[src/rtl/hazard_pkg.sv]
// Shared types and helpers for the hazard arbiter.
// Contents:
//   arb_state_e  - recovery FSM states
//   idx_w()      - index width helper, never narrower than one bit
//   unpack_field - extracts field idx of a flattened multi-source bus
package hazard_pkg;

  typedef enum logic {
    StIdle    = 1'b0,
    StRecover = 1'b1
  } arb_state_e;

  // Upper bounds for the generic unpack helper; callers size-cast in and out.
  localparam int unsigned MaxFlatW  = 1024;
  localparam int unsigned MaxFieldW = 64;

  function automatic int unsigned idx_w(input int unsigned n);
    return (n > 1) ? $clog2(n) : 1;
  endfunction

  function automatic logic [MaxFieldW-1:0] unpack_field(input logic [MaxFlatW-1:0] flat,
                                                        input int unsigned       idx,
                                                        input int unsigned       width);
    logic [MaxFlatW-1:0] mask;
    mask = (width >= MaxFlatW) ? '1 : ((MaxFlatW'(1) << width) - MaxFlatW'(1));
    return MaxFieldW'((flat >> (idx * width)) & mask);
  endfunction

endpackage

[src/rtl/hazard_arbiter_if.sv]
// Bundles the hazard arbiter's request inputs and control/counter outputs.
// Signal suffixes are from the arbiter's point of view.
//   master : requester / observer side (drives *_i, reads *_o)
//   slave  : the arbiter itself
interface hazard_arbiter_if
  import hazard_pkg::*;
#(
  parameter int unsigned NUM_STAGES      = 4,
  parameter int unsigned NUM_REDIRECT    = 2,
  parameter int unsigned PC_W            = 32,
  parameter int unsigned CNT_W           = 16,
  parameter int unsigned STG_W           = $clog2(NUM_STAGES + 1)
) ();
  localparam int unsigned IdW = idx_w(NUM_REDIRECT);

  logic [NUM_STAGES-1:0]         stage_hazard_i;
  logic [NUM_REDIRECT-1:0]       redirect_valid_i;
  logic [NUM_REDIRECT*PC_W-1:0]  redirect_target_i;
  logic [NUM_REDIRECT*STG_W-1:0] redirect_depth_i;
  logic [NUM_REDIRECT-1:0]       redirect_recover_i;
  logic                          cnt_clear_i;
  logic [NUM_STAGES-1:0]         stall_o;
  logic [NUM_STAGES-1:0]         flush_o;
  logic                          load_pc_we_o;
  logic [PC_W-1:0]               load_pc_o;
  logic                          recovering_o;
  logic [IdW-1:0]                redirect_id_o;
  logic [NUM_STAGES*CNT_W-1:0]   event_cnt_o;
  logic [CNT_W-1:0]              stall_cycle_cnt_o;

  modport master (
    output stage_hazard_i, redirect_valid_i, redirect_target_i, redirect_depth_i,
           redirect_recover_i, cnt_clear_i,
    input  stall_o, flush_o, load_pc_we_o, load_pc_o, recovering_o, redirect_id_o,
           event_cnt_o, stall_cycle_cnt_o
  );

  modport slave (
    input  stage_hazard_i, redirect_valid_i, redirect_target_i, redirect_depth_i,
           redirect_recover_i, cnt_clear_i,
    output stall_o, flush_o, load_pc_we_o, load_pc_o, recovering_o, redirect_id_o,
           event_cnt_o, stall_cycle_cnt_o
  );
endinterface

[src/rtl/hazard_event_counter.sv]
// Saturating event counter with optional rising-edge detection.
// Ports:
//   clk, rst_n : clock, synchronous active-low reset
//   i_level    : event source level
//   i_clear    : synchronous clear, wins over a same-cycle increment
//   o_count    : current count, saturates at all-ones
// EDGE_MODE=1 counts 0->1 transitions of i_level; EDGE_MODE=0 counts high cycles.
module hazard_event_counter #(
  parameter int unsigned CNT_W     = 16,
  parameter bit          EDGE_MODE = 1'b1
) (
  input  logic             clk,
  input  logic             rst_n,
  input  logic             i_level,
  input  logic             i_clear,
  output logic [CNT_W-1:0] o_count
);
  logic             r_prev;
  logic [CNT_W-1:0] r_cnt;
  logic             w_inc;

  assign w_inc = EDGE_MODE ? (i_level & ~r_prev) : i_level;

  always_ff @(posedge clk) begin
    if (!rst_n) begin
      r_prev <= 1'b0;
      r_cnt  <= '0;
    end else begin
      r_prev <= i_level;
      if (i_clear) begin
        r_cnt <= '0;
      end else if (w_inc && (r_cnt != '1)) begin
        r_cnt <= r_cnt + CNT_W'(1);
      end
    end
  end

  assign o_count = r_cnt;
endmodule

[src/rtl/hazard_arbiter.sv]
// Front-end hazard arbiter: resolves per-stage stall/flush, picks one PC redirect,
// runs a multi-cycle misprediction recovery FSM and keeps hazard event counters.
// Ports:
//   clk, rst_n : clock, synchronous active-low reset
//   bus        : hazard_arbiter_if.slave (requests in, controls and counters out)
// All control outputs are combinational from inputs and FSM state.
module hazard_arbiter
  import hazard_pkg::*;
#(
  parameter int unsigned NUM_STAGES      = 4,
  parameter int unsigned NUM_REDIRECT    = 2,
  parameter int unsigned PC_W            = 32,
  parameter int unsigned RECOVERY_CYCLES = 2,
  parameter int unsigned CNT_W           = 16,
  parameter int unsigned STG_W           = $clog2(NUM_STAGES + 1)
) (
  input logic             clk,
  input logic             rst_n,
  hazard_arbiter_if.slave bus
);
  localparam int unsigned IdW = idx_w(NUM_REDIRECT);
  localparam int unsigned RcW = idx_w(RECOVERY_CYCLES + 1);

  arb_state_e       r_state, w_state;
  logic [STG_W-1:0] r_rec_depth, w_rec_depth;
  logic [IdW-1:0]   r_rec_id, w_rec_id;
  logic [RcW-1:0]   r_rec_cnt, w_rec_cnt;

  logic [PC_W-1:0]  w_tgt   [NUM_REDIRECT];
  logic [STG_W-1:0] w_depth [NUM_REDIRECT];

  logic             w_win_valid;
  logic [IdW-1:0]   w_win_id;
  logic [STG_W-1:0] w_win_depth;
  logic [PC_W-1:0]  w_win_tgt;
  logic             w_win_rec;
  logic             w_start;

  logic [NUM_STAGES-1:0] w_stall, w_flush;
  logic                  w_any;
  logic [CNT_W-1:0]      w_evt_cnt [NUM_STAGES];
  logic [CNT_W-1:0]      w_stall_cyc;

  always_comb begin
    for (int unsigned r = 0; r < NUM_REDIRECT; r++) begin
      w_tgt[r]   = PC_W'(unpack_field(MaxFlatW'(bus.redirect_target_i), r, PC_W));
      w_depth[r] = STG_W'(unpack_field(MaxFlatW'(bus.redirect_depth_i), r, STG_W));
    end
  end

  // Lowest valid index wins; while recovering only sources at or above the
  // recovering one's priority are eligible.
  always_comb begin
    w_win_valid = 1'b0;
    w_win_id    = '0;
    for (int unsigned r = 0; r < NUM_REDIRECT; r++) begin
      if (!w_win_valid && bus.redirect_valid_i[r] &&
          ((r_state == StIdle) || (IdW'(r) <= r_rec_id))) begin
        w_win_valid = 1'b1;
        w_win_id    = IdW'(r);
      end
    end
    w_win_depth = w_depth[w_win_id];
    w_win_tgt   = w_tgt[w_win_id];
    w_win_rec   = bus.redirect_recover_i[w_win_id];
  end

  assign w_start = w_win_valid && w_win_rec && (RECOVERY_CYCLES > 0);

  always_comb begin
    w_stall = '0;
    w_flush = '0;
    w_any   = 1'b0;
    // A hazard at stage j backs up every stage upstream of it.
    for (int i = int'(NUM_STAGES) - 1; i >= 0; i--) begin
      w_any      = w_any | bus.stage_hazard_i[i];
      w_stall[i] = w_any;
    end
    for (int unsigned i = 0; i + 1 < NUM_STAGES; i++) begin
      w_flush[i] = w_stall[i] & ~w_stall[i+1];
    end
    w_flush[NUM_STAGES-1] = w_stall[NUM_STAGES-1];

    if (r_state == StRecover) begin
      for (int unsigned i = 0; i < NUM_STAGES; i++) begin
        if (STG_W'(i) < r_rec_depth) begin
          w_flush[i] = 1'b1;
          w_stall[i] = 1'b0;
        end
      end
      if (r_rec_depth != '0) w_stall[0] = 1'b1;  // fetch frozen during restore
    end

    if (w_win_valid) begin
      for (int unsigned i = 0; i < NUM_STAGES; i++) begin
        if (STG_W'(i) < w_win_depth) begin
          w_flush[i] = 1'b1;
          w_stall[i] = 1'b0;
        end
      end
    end
  end

  always_comb begin
    w_state     = r_state;
    w_rec_depth = r_rec_depth;
    w_rec_id    = r_rec_id;
    w_rec_cnt   = r_rec_cnt;
    unique case (r_state)
      StIdle: begin
        if (w_start) begin
          w_state     = StRecover;
          w_rec_depth = w_win_depth;
          w_rec_id    = w_win_id;
          w_rec_cnt   = RcW'(RECOVERY_CYCLES);
        end
      end
      StRecover: begin
        if (w_start) begin
          w_rec_depth = w_win_depth;
          w_rec_id    = w_win_id;
          w_rec_cnt   = RcW'(RECOVERY_CYCLES);
        end else if (r_rec_cnt <= RcW'(1)) begin
          w_state = StIdle;
        end else begin
          w_rec_cnt = r_rec_cnt - RcW'(1);
        end
      end
    endcase
  end

  always_ff @(posedge clk) begin
    if (!rst_n) begin
      r_state     <= StIdle;
      r_rec_depth <= '0;
      r_rec_id    <= '0;
      r_rec_cnt   <= '0;
    end else begin
      r_state     <= w_state;
      r_rec_depth <= w_rec_depth;
      r_rec_id    <= w_rec_id;
      r_rec_cnt   <= w_rec_cnt;
    end
  end

  for (genvar g = 0; g < NUM_STAGES; g++) begin : g_evt
    hazard_event_counter #(
      .CNT_W     (CNT_W),
      .EDGE_MODE (1'b1)
    ) u_evt (
      .clk     (clk),
      .rst_n   (rst_n),
      .i_level (bus.stage_hazard_i[g]),
      .i_clear (bus.cnt_clear_i),
      .o_count (w_evt_cnt[g])
    );
  end

  hazard_event_counter #(
    .CNT_W     (CNT_W),
    .EDGE_MODE (1'b0)
  ) u_stall_cyc (
    .clk     (clk),
    .rst_n   (rst_n),
    .i_level (|w_stall),
    .i_clear (bus.cnt_clear_i),
    .o_count (w_stall_cyc)
  );

  always_comb begin
    bus.event_cnt_o = '0;
    for (int unsigned i = 0; i < NUM_STAGES; i++) begin
      bus.event_cnt_o[i*CNT_W +: CNT_W] = w_evt_cnt[i];
    end
  end

  assign bus.stall_o           = w_stall;
  assign bus.flush_o           = w_flush;
  assign bus.load_pc_we_o      = w_win_valid;
  assign bus.load_pc_o         = w_win_valid ? w_win_tgt : '0;
  assign bus.redirect_id_o     = w_win_valid ? w_win_id : '0;
  assign bus.recovering_o      = (r_state == StRecover);
  assign bus.stall_cycle_cnt_o = w_stall_cyc;
endmodule

[src/flat_wrapper.sv]
// flat-port wrapper written by rule: the top's interface ports become plain ports
module hazard_arbiter_flat import hazard_pkg::*;
#(
  parameter int unsigned NUM_STAGES      = 4,
  parameter int unsigned NUM_REDIRECT    = 2,
  parameter int unsigned PC_W            = 32,
  parameter int unsigned RECOVERY_CYCLES = 2,
  parameter int unsigned CNT_W           = 16,
  parameter int unsigned STG_W           = $clog2(NUM_STAGES + 1)
)
  (clk, rst_n, bus_stage_hazard_i, bus_redirect_valid_i, bus_redirect_target_i, bus_redirect_depth_i, bus_redirect_recover_i, bus_cnt_clear_i, bus_stall_o, bus_flush_o, bus_load_pc_we_o, bus_load_pc_o, bus_recovering_o, bus_redirect_id_o, bus_event_cnt_o, bus_stall_cycle_cnt_o);
  hazard_arbiter_if #(.NUM_STAGES(NUM_STAGES), .NUM_REDIRECT(NUM_REDIRECT), .PC_W(PC_W), .CNT_W(CNT_W), .STG_W(STG_W)) bus_i ();
  input logic clk;
  input logic rst_n;
  input wire logic [$bits(bus_i.stage_hazard_i)-1:0] bus_stage_hazard_i;
  input wire logic [$bits(bus_i.redirect_valid_i)-1:0] bus_redirect_valid_i;
  input wire logic [$bits(bus_i.redirect_target_i)-1:0] bus_redirect_target_i;
  input wire logic [$bits(bus_i.redirect_depth_i)-1:0] bus_redirect_depth_i;
  input wire logic [$bits(bus_i.redirect_recover_i)-1:0] bus_redirect_recover_i;
  input wire logic [$bits(bus_i.cnt_clear_i)-1:0] bus_cnt_clear_i;
  output wire logic [$bits(bus_i.stall_o)-1:0] bus_stall_o;
  output wire logic [$bits(bus_i.flush_o)-1:0] bus_flush_o;
  output wire logic [$bits(bus_i.load_pc_we_o)-1:0] bus_load_pc_we_o;
  output wire logic [$bits(bus_i.load_pc_o)-1:0] bus_load_pc_o;
  output wire logic [$bits(bus_i.recovering_o)-1:0] bus_recovering_o;
  output wire logic [$bits(bus_i.redirect_id_o)-1:0] bus_redirect_id_o;
  output wire logic [$bits(bus_i.event_cnt_o)-1:0] bus_event_cnt_o;
  output wire logic [$bits(bus_i.stall_cycle_cnt_o)-1:0] bus_stall_cycle_cnt_o;
  assign bus_i.stage_hazard_i = bus_stage_hazard_i;
  assign bus_i.redirect_valid_i = bus_redirect_valid_i;
  assign bus_i.redirect_target_i = bus_redirect_target_i;
  assign bus_i.redirect_depth_i = bus_redirect_depth_i;
  assign bus_i.redirect_recover_i = bus_redirect_recover_i;
  assign bus_i.cnt_clear_i = bus_cnt_clear_i;
  assign bus_stall_o = bus_i.stall_o;
  assign bus_flush_o = bus_i.flush_o;
  assign bus_load_pc_we_o = bus_i.load_pc_we_o;
  assign bus_load_pc_o = bus_i.load_pc_o;
  assign bus_recovering_o = bus_i.recovering_o;
  assign bus_redirect_id_o = bus_i.redirect_id_o;
  assign bus_event_cnt_o = bus_i.event_cnt_o;
  assign bus_stall_cycle_cnt_o = bus_i.stall_cycle_cnt_o;
  hazard_arbiter #(.NUM_STAGES(NUM_STAGES), .NUM_REDIRECT(NUM_REDIRECT), .PC_W(PC_W), .RECOVERY_CYCLES(RECOVERY_CYCLES), .CNT_W(CNT_W), .STG_W(STG_W)) u_core (.clk(clk), .rst_n(rst_n), .bus(bus_i));
endmodule
[config.mk]
export PLATFORM = sky130hd
export DESIGN_NAME = hazard_arbiter_flat
export DESIGN_NICKNAME = d
export VERILOG_FILES = /design/src/rtl/hazard_pkg.sv /design/src/rtl/hazard_arbiter_if.sv /design/src/rtl/hazard_event_counter.sv /design/src/rtl/hazard_arbiter.sv /design/src/flat_wrapper.sv
export SDC_FILE = /design/constraint.sdc
export NUM_CORES = 1
export LEC_CHECK = 0
export CAP_MARGIN = 20
export CORE_MARGIN = 4
export CORE_UTILIZATION = 43
export DETAILED_ROUTE_END_ITERATION = 16
export HOLD_SLACK_MARGIN = 0.12
export MAX_ROUTING_LAYER = met4
export PLACE_DENSITY = 0.88
export RECOVER_POWER = 100
export SLEW_MARGIN = 30
export SYNTH_ARGS = -nofsm -noshare
export SYNTH_HDL_FRONTEND = slang
export SYNTH_SLANG_ARGS = --single-unit
[constraint.sdc]
create_clock -name clk -period 3.25 [get_ports clk]
set_input_delay 0.8125 -clock clk [delete_from_list [all_inputs] [get_ports clk]]
set_output_delay 0.8125 -clock clk [all_outputs]
set_load 0.02 [all_outputs]
==> results.json, run 1 <==
{
  "die_w_um": 113,
  "cts.sinks": 91,
  "gp_congestion": 0.956,
  "hp-class": "reg2reg",
  "firstDrtPassIters": 4,
  "synth.top_cells.by_count": "91 x dfxtp_1, 68 x nor2_1, 45 x nand2_1",
  "dp_hpwl_mm": 12.4,
  "grt_pass1_vias": 5218,
  "syn-cell-area_mm2": 0.00471,
  "vias": 5102,
  "synth_area_leaders": "dfxtp_1 39%, xor2_1 6.3%, a22o_1 6.1%, nor2_1 5.4%, nand2_1 3.6%",
  "port_buffers": 203,
  "wire_per_inst_um": 17.0,
  "critPathLaunchType": "input port",
  "drive_above_1_share_pct": 7.21,
  "netlist.area_leader.share_pct": 38.7,
  "synth_top_cell_by_area": "dfxtp_1",
  "synth_edf_count": 0,
  "arrival_ns": 2.41,
  "crit_type": "in2out",
  "p_sw_w": 0.000672,
  "routed_wl_mm": 15.6,
  "yosysUniqueCellTypes": 47,
  "antenna_found_initial": 3,
  "finalHoldViolations": 0,
  "min_period_ns": 3.22,
  "grt_overflow_total": 0,
  "rsz0062_at_grt": "no",
  "synthMostInstantiatedCell": "dfxtp_1",
  "p_int_w": 0.00163,
  "num-nets-final": 859,
  "drcViolationCount": 0,
  "fin_area_mm2": 0.00706,
  "seq_power_share_pct": 49.5,
  "regArea_mm2": 0.00182,
  "worstSkewPairLatency_ns": 0.36,
  "slew_violations": 0,
  "swShare_pct": 29.2,
  "power_density_mw_per_mm2": 327,
  "cts-root-buf": "clkbuf_8",
  "leakage_nw": 2.86,
  "clk_pin_slew_ns": 0.10,
  "synthFlopType": "dfxtp_1",
  "combinationalPowerShare_pct": 18.3,
  "pin_count": 204,
  "async_reset_ff_share_pct": 0,
  "ys_ff_latch": 91,
  "ant_nets": 0,
  "synth_nets": 648,
  "dieArea_mm2": 0.0127,
  "max_freq_mhz": 310,
  "drtIter0Drc": 295,
  "postSynthCellCount": 561,
  "dp_cells": 896,
  "row_count": 37,
  "design.core.area_mm2": 0.0105,
  "start_util_pct": 44.8,
  "fin_cells": 916,
  "clockBufferDepth": 2,
  "max_slew_margin_pct": 23.1,
  "p_clk_share_pct": 32.2,
  "status": "completed",
  "reg2reg_slack_ns": 0.54,
  "grt_first_pass_wirelength_mm": 24.8,
  "vias_per_cell": 5.57,
  "die_h_um": 113,
  "postSynthAreaPerCell_um2": 8.39,
  "n_fill_cell": 845,
  "tritoncts": "yes",
  "worst_pin_slew_ns": 1.15,
  "postCtsSetupBuffers": 0,
  "area_growth_pct": 49.8,
  "critPathMaxFanout": 2,
  "h-tree-depth": 3,
  "timing.hold.ws_ns": 0.517,
  "cts_hold_buf": 0,
  "setup_viol": 0,
  "max_cap_viol_count": 0,
  "critPathCaptureType": "output port",
  "cts_buffers": 9,
  "grt_max_degree": 66,
  "yosys_warnings": 0,
  "synth_seq_area_share_pct": 38.7,
  "clock_skew_ns": 0.0168,
  "grt.total_usage_pct": 24.5,
  "multiInputGateArea_mm2": 0.00273,
  "period_share_pct": 99.2,
  "required_ns": 2.44,
  "ir_drop_uv": 273,
  "placed_area_mm2": 0.00698
}
worst max-delay path: stages:
cell	delay [ns]
clkdlybuf4s50_1	0.48
or4_4	0.58
a31oi_4	0.21
clkdlybuf4s15_1	0.33
final timing paths:
kind                                                                    end                                         from  depth (start not counted)
worst max-delay path                                         bus_stall_o[1]                      bus_redirect_depth_i[4]                          4
worst max register to register  u_core.u_stall_cyc.o_count[15]$_SDFFE_PP0P_           u_core.bus.recovering_o$_SDFF_PN0_                          8
worst min-delay path            u_core.u_stall_cyc.o_count[15]$_SDFFE_PP0P_  u_core.u_stall_cyc.o_count[15]$_SDFFE_PP0P_                          2
worst min register to register  u_core.u_stall_cyc.o_count[15]$_SDFFE_PP0P_  u_core.u_stall_cyc.o_count[15]$_SDFFE_PP0P_                          2
power by group through the flow:
| stage | clock (W) | sequential [W] | combinational, W |
|---|---|---|---|
| after floorplan | 0 | 0.00117 | 0.000203 |
| after global placement | 0 | 0.00117 | 0.000456 |
| after detailed placement | 0 | 0.00117 | 0.000464 |
| after CTS | 0.000760 | 0.00114 | 0.000441 |
| after global routing | 0.000815 | 0.00114 | 0.000449 |
| final | 0.000743 | 0.00114 | 0.000422 |
through the flow:
stage	setup WS, ns	setup TNS [ns]	total power, W	utilization, %
floorplan	0.171	0	0.00137	-
global route	0.0170	0	0.00241	67.2
finish	0.0259	0	0.00231	67.2
CTS	0.00321	0	0.00234	68.0
global placement	-0.279	-7.89	0.00162	66.4
detailed placement	-0.358	-8.76	0.00163	66.4
per-layer routing:
layer  routed length [µm]  track usage (%)  up-vias  part of all wire (%)
li1                     -                -     2458                     -
met2                 8220             44.9      203                    53
met1                 5880             25.3     2407                    38
met4                  592             10.3        0                   3.8
met3                  922             4.64       34                   5.9
met5                    0                -        -                     0
cells by family (layout without fill, tap and decap cells):
logic type,count (synthesis),count (layout),synth area share (%)
compound gates,115,115,17.3
other cells,0,3,0
simple gates,257,257,28.5
fa+ha+maj,6,6,1.59
flops,91,91,38.7
mux,7,7,1.49
xor+xnor,48,48,8.93
buf+inv,37,253,3.45
registers in the layout, summed over array words and instances (netlist names):
| register | count |
|---|---|
| u_core.u_stall_cyc.o_count | 16 |
| u_core.g_evt.u_evt.r_prev | 4 |
| u_core.bus.recovering_o | 1 |
| u_core.r_rec_cnt | 2 |
| u_core.r_rec_id | 1 |
| u_core.g_evt.u_evt.o_count | 64 |
| u_core.r_rec_depth | 3 |
layout by cell type, fill, tap and decap left out, types with 4 or more instances in the layout:
cell             count
nor2b_1              5
xnor2_1             14
inv_1               13
buf_4               19
or4_1                7
ha_1                 6
nor2_1              67
nand4_1             24
clkbuf_1            12
o211ai_1             6
clkbuf_8             9
a31oi_1              4
or3_1               26
clkbuf_2             6
mux2i_1              7
and4_1               9
clkdlybuf4s50_1     79
o21ai_0             22
dfxtp_1             91
nand3_1             30
xor2_1              34
and3_1              13
nand2_1             45
and2_1               6
dlygate4sd2_1       19
a21oi_1             26
nand2b_1             7
dlygate4sd3_1       82
nor3_1               8
a22o_1              32
layout make-up:
class | count | area share, %
Tap cell | 136 | 2.41
Clock buffer | 9 | 1.76
Clock inverter | 7 | 1.01
Timing Repair Buffer | 224 | 29.5
Inverter | 13 | 0.691
Sequential cell | 91 | 25.8
Multi-Input combinational cell | 433 | 38.7
Antenna cell | 3 | 0.106
what timing repair did:
action / in CTS / in global routing
cloned: 0 / 1
pin swaps: 0 / 3
setup endpoints to repair: 38 / 38
gates resized for setup: 45 / 35
(Power assumes the default switching activity.)
==> inputs of run 2 (changes only) <==
Clock period 3.25 ns to 3.5 ns, I/O delays scaled along.
==> run 2 against run 1 <==
  * Sequential power is 7% lower
  * Sequential share of layout area is 0.11 points lower
  * Count of clock-buffer cells in the layout rose by 1
  * Hold slack lost 0.00067 ns
  * Non-clock buffer count unchanged
  * Register-to-register slack improved by 0.28 ns
==> results.json, run 2 (same netlist as run 1, synthesis figures left out) <==
{
  "multiInputGateArea_mm2": 0.00269,
  "final_cell_mix": "91 x dfxtp_1, 82 x dlygate4sd3_1, 80 x clkdlybuf4s50_1",
  "holdPathStages": 2,
  "rr_worst_depth": 8,
  "h-tree-depth": 3,
  "grt_pass1_vias": 5045,
  "start_util_pct": 44.8,
  "antenna_found_initial": 2,
  "rsz0062_at_grt": "no",
  "worstHoldEndpoint": "u_core.r_rec_cnt[1]$_SDFFE_PN0P_",
  "setup_viol": 0,
  "hold_start": "u_core.r_rec_cnt[1]$_SDFFE_PN0P_",
  "ant_nets": 0,
  "die_w_um": 113,
  "drive_above_1_share_pct": 5.66,
  "vias_per_cell": 5.52,
  "area_growth_pct": 50.5,
  "die_h_um": 113,
  "period_share_pct": 98.0,
  "finalHoldViolations": 0,
  "reg2reg_slack_ns": 0.82,
  "leakage_nw": 2.91,
  "clock_skew_ns": 0.0129,
  "clk_pin_slew_ns": 0.10,
  "slowest_stage": "clkdlybuf4s50_1",
  "drtIter0Drc": 356,
  "tritoncts": "yes",
  "mostFrequentLayoutCell": "dfxtp_1",
  "cts_resized": 37,
  "cts-root-buf": "clkbuf_8",
  "crit_family": "buffers and inverters",
  "wire_per_inst_um": 17.1,
  "power_density_mw_per_mm2": 320,
  "arrival_ns": 2.55,
  "largest_reg_flops": 64,
  "dp_cells": 897,
  "cts_hold_buf": 0,
  "worstSkewPairLatency_ns": 0.37,
  "grt.total_usage_pct": 24.5,
  "critPathLaunchType": "input port",
  "grt_first_pass_wirelength_mm": 24.6,
  "num-nets-final": 859,
  "firstDrtPassIters": 7,
  "min_period_ns": 3.43,
  "dp_hpwl_mm": 12.3,
  "worst_pin_slew_ns": 1.29,
  "max_cap_viol_count": 0,
  "regArea_mm2": 0.00182,
  "timing.rr.start": "u_core.bus.recovering_o$_SDFF_PN0_",
  "crit_chain": "clkdlybuf4s50_1 -> nand2b_2 -> or4_4 -> a31oi_1 -> dlygate4sd2_1",
  "rr_endpoint": "u_core.u_stall_cyc.o_count[4]$_SDFFE_PP0P_",
  "drcViolationCount": 0,
  "max_freq_mhz": 292,
  "total_power_w": 0.00227,
  "crit_type": "in2out",
  "critPathMaxFanout": 3,
  "grt_overflow_total": 0,
  "vias": 5052,
  "status": "completed",
  "n_fill_cell": 879,
  "hp-class": "reg2reg",
  "port_buffers": 203,
  "postCtsSetupBuffers": 0,
  "design.core.area_mm2": 0.0105,
  "cts_buffers": 9,
  "pin_count": 204,
  "row_count": 37,
  "fin_cells": 915,
  "routed_wl_mm": 15.7,
  "path_buf_inv": 2,
  "ir_drop_uv": 189,
  "grt_max_degree": 66,
  "cts.sinks": 91,
  "slew_violations": 0,
  "clockBufferDepth": 2,
  "max_stage_delay_ns": 0.43,
  "dieArea_mm2": 0.0127,
  "critPathCaptureType": "output port",
  "gp_congestion": 0.963,
  "required_ns": 2.62,
  "max_slew_margin_pct": 14.2
}
==> run 2: routing by layer <==
layer	track usage (%)	share of wire (%)	vias up
li1	-	-	2461
met1	25.7	38	2372
met2	44.3	53	188
met3	5.44	6.1	31
met4	9.78	3.0	0
met5	-	0	-
==> run 2: cell type report <==
type | count | share of cell area, %
multi-input cells | 433 | 38.0
flip-flops and latches | 91 | 25.7
diodes | 2 | 0.0706
repair buffers | 224 | 29.8
clock inverters | 6 | 1.36
clock buffers | 10 | 1.94
inverters | 13 | 0.689
well taps | 136 | 2.40
==> run 2: per-stage QoR <==
stage | setup WS (ns) | hold WS (ns) | cell area [µm²] | utilization [%] | TNS, ns
final | 0.0711 | 0.517 | 7090 | 67.4 | 0
after global routing | 0.0123 | 0.555 | 7090 | 67.4 | 0
after CTS | 0.00799 | 0.521 | 7170 | 68.2 | 0
after floorplan | 0.296 | 0.457 | 4710 | - | 0
after global placement | -0.153 | 0.470 | 6980 | 66.4 | -3.21
after detailed placement | -0.179 | 0.507 | 6980 | 66.4 | -3.93
==> run 2: how the worst max path moves through the flow <==
stage                                  from                end  cells after the start
global placement    bus_redirect_valid_i[0]     bus_stall_o[2]                      6
detailed placement  bus_redirect_valid_i[0]     bus_stall_o[2]                      6
CTS                 bus_redirect_valid_i[1]  bus_redirect_id_o                      6
floorplan           bus_redirect_valid_i[0]  bus_load_pc_o[22]                      5
finish              bus_redirect_valid_i[0]     bus_stall_o[1]                      5
global route        bus_redirect_valid_i[0]     bus_stall_o[1]                      5
==> run 2: power breakdown <==
part	switching (W)	internal, W	leakage (nW)
clock network	0.000396	0.000431	0.115
logic	0.000193	0.000191	2.06
registers	0.0000134	0.00105	0.736
total	0.000602	0.00167	2.91
==> run 2: tightest hold or removal path: stages, from the launching register on <==
cell      delay (ns)
dfxtp_1         0.32
o21ai_0         0.07
a21boi_0        0.08
==> inputs of run 3 (changes only) <==
Settings changed: CORE_MARGIN 4 to 8.
==> run 3 against run 2 <==
  * Hold slack got worse by 0.011 ns
  * Critical path type unchanged
  * Maximum frequency shrank 0.74%
  * Flip-flop and latch count unchanged
  * Global-route usage decreased by 1.3 points
  * Clock power fell by 22%
  * First-iteration DRC count shrank 7.6%
  * Highest routed layer unchanged
  * Combinational power is 2% higher
  * Wire length up 7.1%
  * Sequential share of layout area up 0.15 points
  * Register-to-register slack worse by 0.05 ns
  * Clock skew fell by 0.0079 ns
==> results.json, run 3 (same netlist as run 1, synthesis figures left out) <==
{
  "status": "completed",
  "total_power_w": 0.00209,
  "cts_buffers": 9,
  "final_cell_mix": "91 x dfxtp_1, 82 x dlygate4sd3_1, 81 x clkdlybuf4s50_1",
  "worstSkewPairLatency_ns": 0.35,
  "holdPathStages": 2,
  "port_buffers": 203,
  "grt_first_pass_wirelength_mm": 26.1,
  "design.core.area_mm2": 0.0107,
  "clk_pin_slew_ns": 0.08,
  "grt_pass1_vias": 4986,
  "vias": 5090,
  "antenna_found_initial": 1,
  "start_util_pct": 43.8,
  "gp_congestion": 0.938,
  "h-tree-depth": 3,
  "power_density_mw_per_mm2": 297,
  "vias_per_cell": 5.56,
  "dieArea_mm2": 0.0146,
  "crit_type": "in2out",
  "dp_hpwl_mm": 13.5,
  "grt.total_usage_pct": 23.2,
  "tritoncts": "yes",
  "p_int_w": 0.00153,
  "drive_above_1_share_pct": 5.30,
  "wire_per_inst_um": 18.3,
  "die_h_um": 121,
  "period_share_pct": 98.7,
  "required_ns": 2.62,
  "fin_ws_ns": 0.0454,
  "fin_area_mm2": 0.00705,
  "cts-root-buf": "clkbuf_8",
  "leakage_nw": 2.88,
  "largest_reg_flops": 64,
  "grt_max_degree": 71,
  "placed_area_mm2": 0.00700,
  "num-nets-final": 858,
  "firstDrtPassIters": 5,
  "critPathMaxFanout": 5,
  "ir_drop_uv": 163,
  "drtIter0Drc": 329,
  "die_w_um": 121,
  "rsz0062_at_grt": "no",
  "slew_violations": 0,
  "routed_wl_mm": 16.8,
  "setup_viol": 0,
  "max_slew_margin_pct": 5.38,
  "fin_cells": 915,
  "cts_hold_buf": 0,
  "p_sw_w": 0.000567,
  "area_growth_pct": 49.6,
  "place_ws_ns": -0.257,
  "drcViolationCount": 0,
  "critPathCaptureType": "output port",
  "grt_overflow_total": 0,
  "clock_skew_ns": 0.00507,
  "cts.sinks": 91,
  "row_count": 38,
  "min_period_ns": 3.45,
  "post-route-util_pct": 65.6,
  "mostFrequentLayoutCell": "dfxtp_1",
  "critPathLaunchType": "input port",
  "finalHoldViolations": 0,
  "clockBufferDepth": 2,
  "combinationalPowerShare_pct": 18.8,
  "swShare_pct": 27.1,
  "max_cap_viol_count": 0,
  "ant_nets": 0,
  "p_clk_share_pct": 30.6,
  "max_freq_mhz": 289,
  "dp_cells": 900,
  "hp-class": "reg2reg",
  "n_fill_cell": 923,
  "arrival_ns": 2.58,
  "worst_pin_slew_ns": 1.42,
  "seq_power_share_pct": 50.6,
  "rr_worst_depth": 8,
  "pin_count": 204
}
run 3: cell count changes in the layout (fill, tap and decap cells not counted), moves of 2 or more:
cell       before  now
a31oi_2         0    2
a31oi_1         6    4
clkbuf_2        5    3
bufinv_16       2    0
run 3: area by class of cell:
| cell class | instances | area [µm²] | area share, % |
|---|---|---|---|
| flip-flops and latches | 91 | 1820 | 25.9 |
| well taps | 140 | 175 | 2.49 |
| diodes | 1 | 2.50 | 0.0355 |
| multi-input cells | 433 | 2710 | 38.5 |
| repair buffers | 223 | 2120 | 30.1 |
| clock buffers | 12 | 155 | 2.20 |
| clock inverters | 2 | 12.5 | 0.178 |
| inverters | 13 | 48.8 | 0.693 |
run 3: worst paths after layout:
path                                                         to  slack, ns                                     startpoint
hold / removal    u_core.g_evt[1].u_evt.o_count[1]$_SDFFE_PP0P_       0.51  u_core.g_evt[1].u_evt.o_count[1]$_SDFFE_PP0P_
hold reg to reg   u_core.g_evt[1].u_evt.o_count[1]$_SDFFE_PP0P_       0.51  u_core.g_evt[1].u_evt.o_count[1]$_SDFFE_PP0P_
setup reg to reg     u_core.u_stall_cyc.o_count[4]$_SDFFE_PP0P_       0.77             u_core.bus.recovering_o$_SDFF_PN0_
setup / recovery                                 bus_stall_o[1]       0.05                        bus_redirect_valid_i[1]
run 3: power by group through the flow:
stage	Combinational, W	Sequential, W	Clock [W]
2_1_floorplan	0.000188	0.00109	0
6_report	0.000393	0.00106	0.000641
5_1_grt	0.000421	0.00106	0.000689
3_5_place_dp	0.000438	0.00108	0
4_1_cts	0.000413	0.00106	0.000655
3_3_place_gp	0.000432	0.00108	0
run 3: critical path, cell delays in order:
cell,delay [ns]
clkdlybuf4s50_1,0.54
nand2b_4,0.09
or4_4,0.43
a31oi_2,0.27
dlygate4sd2_1,0.38
run 3: layer usage:
layer,vias up,part of all wire (%),global-route usage (%)
met2,203,53,42.7
li1,2455,-,-
met1,2407,38,22.9
met5,-,0,-
met4,0,2.5,8.20
met3,25,6.8,6.43
run 3: stage by stage:
| stage | TNS (ns) | hold WS, ns |
|---|---|---|
| 3_3_place_gp | -1.07 | 0.467 |
| 5_1_grt | 0 | 0.533 |
| 3_5_place_dp | -1.80 | 0.495 |
| 2_1_floorplan | 0 | 0.457 |
| 4_1_cts | 0 | 0.508 |
| 6_report | 0 | 0.506 |
run 3: timing repair:
action	CTS	global route
setup endpoints to repair	39	2
cloned	0	0
buffers inserted	0	0
gates resized for setup	40	3
hold endpoints to repair	0	0
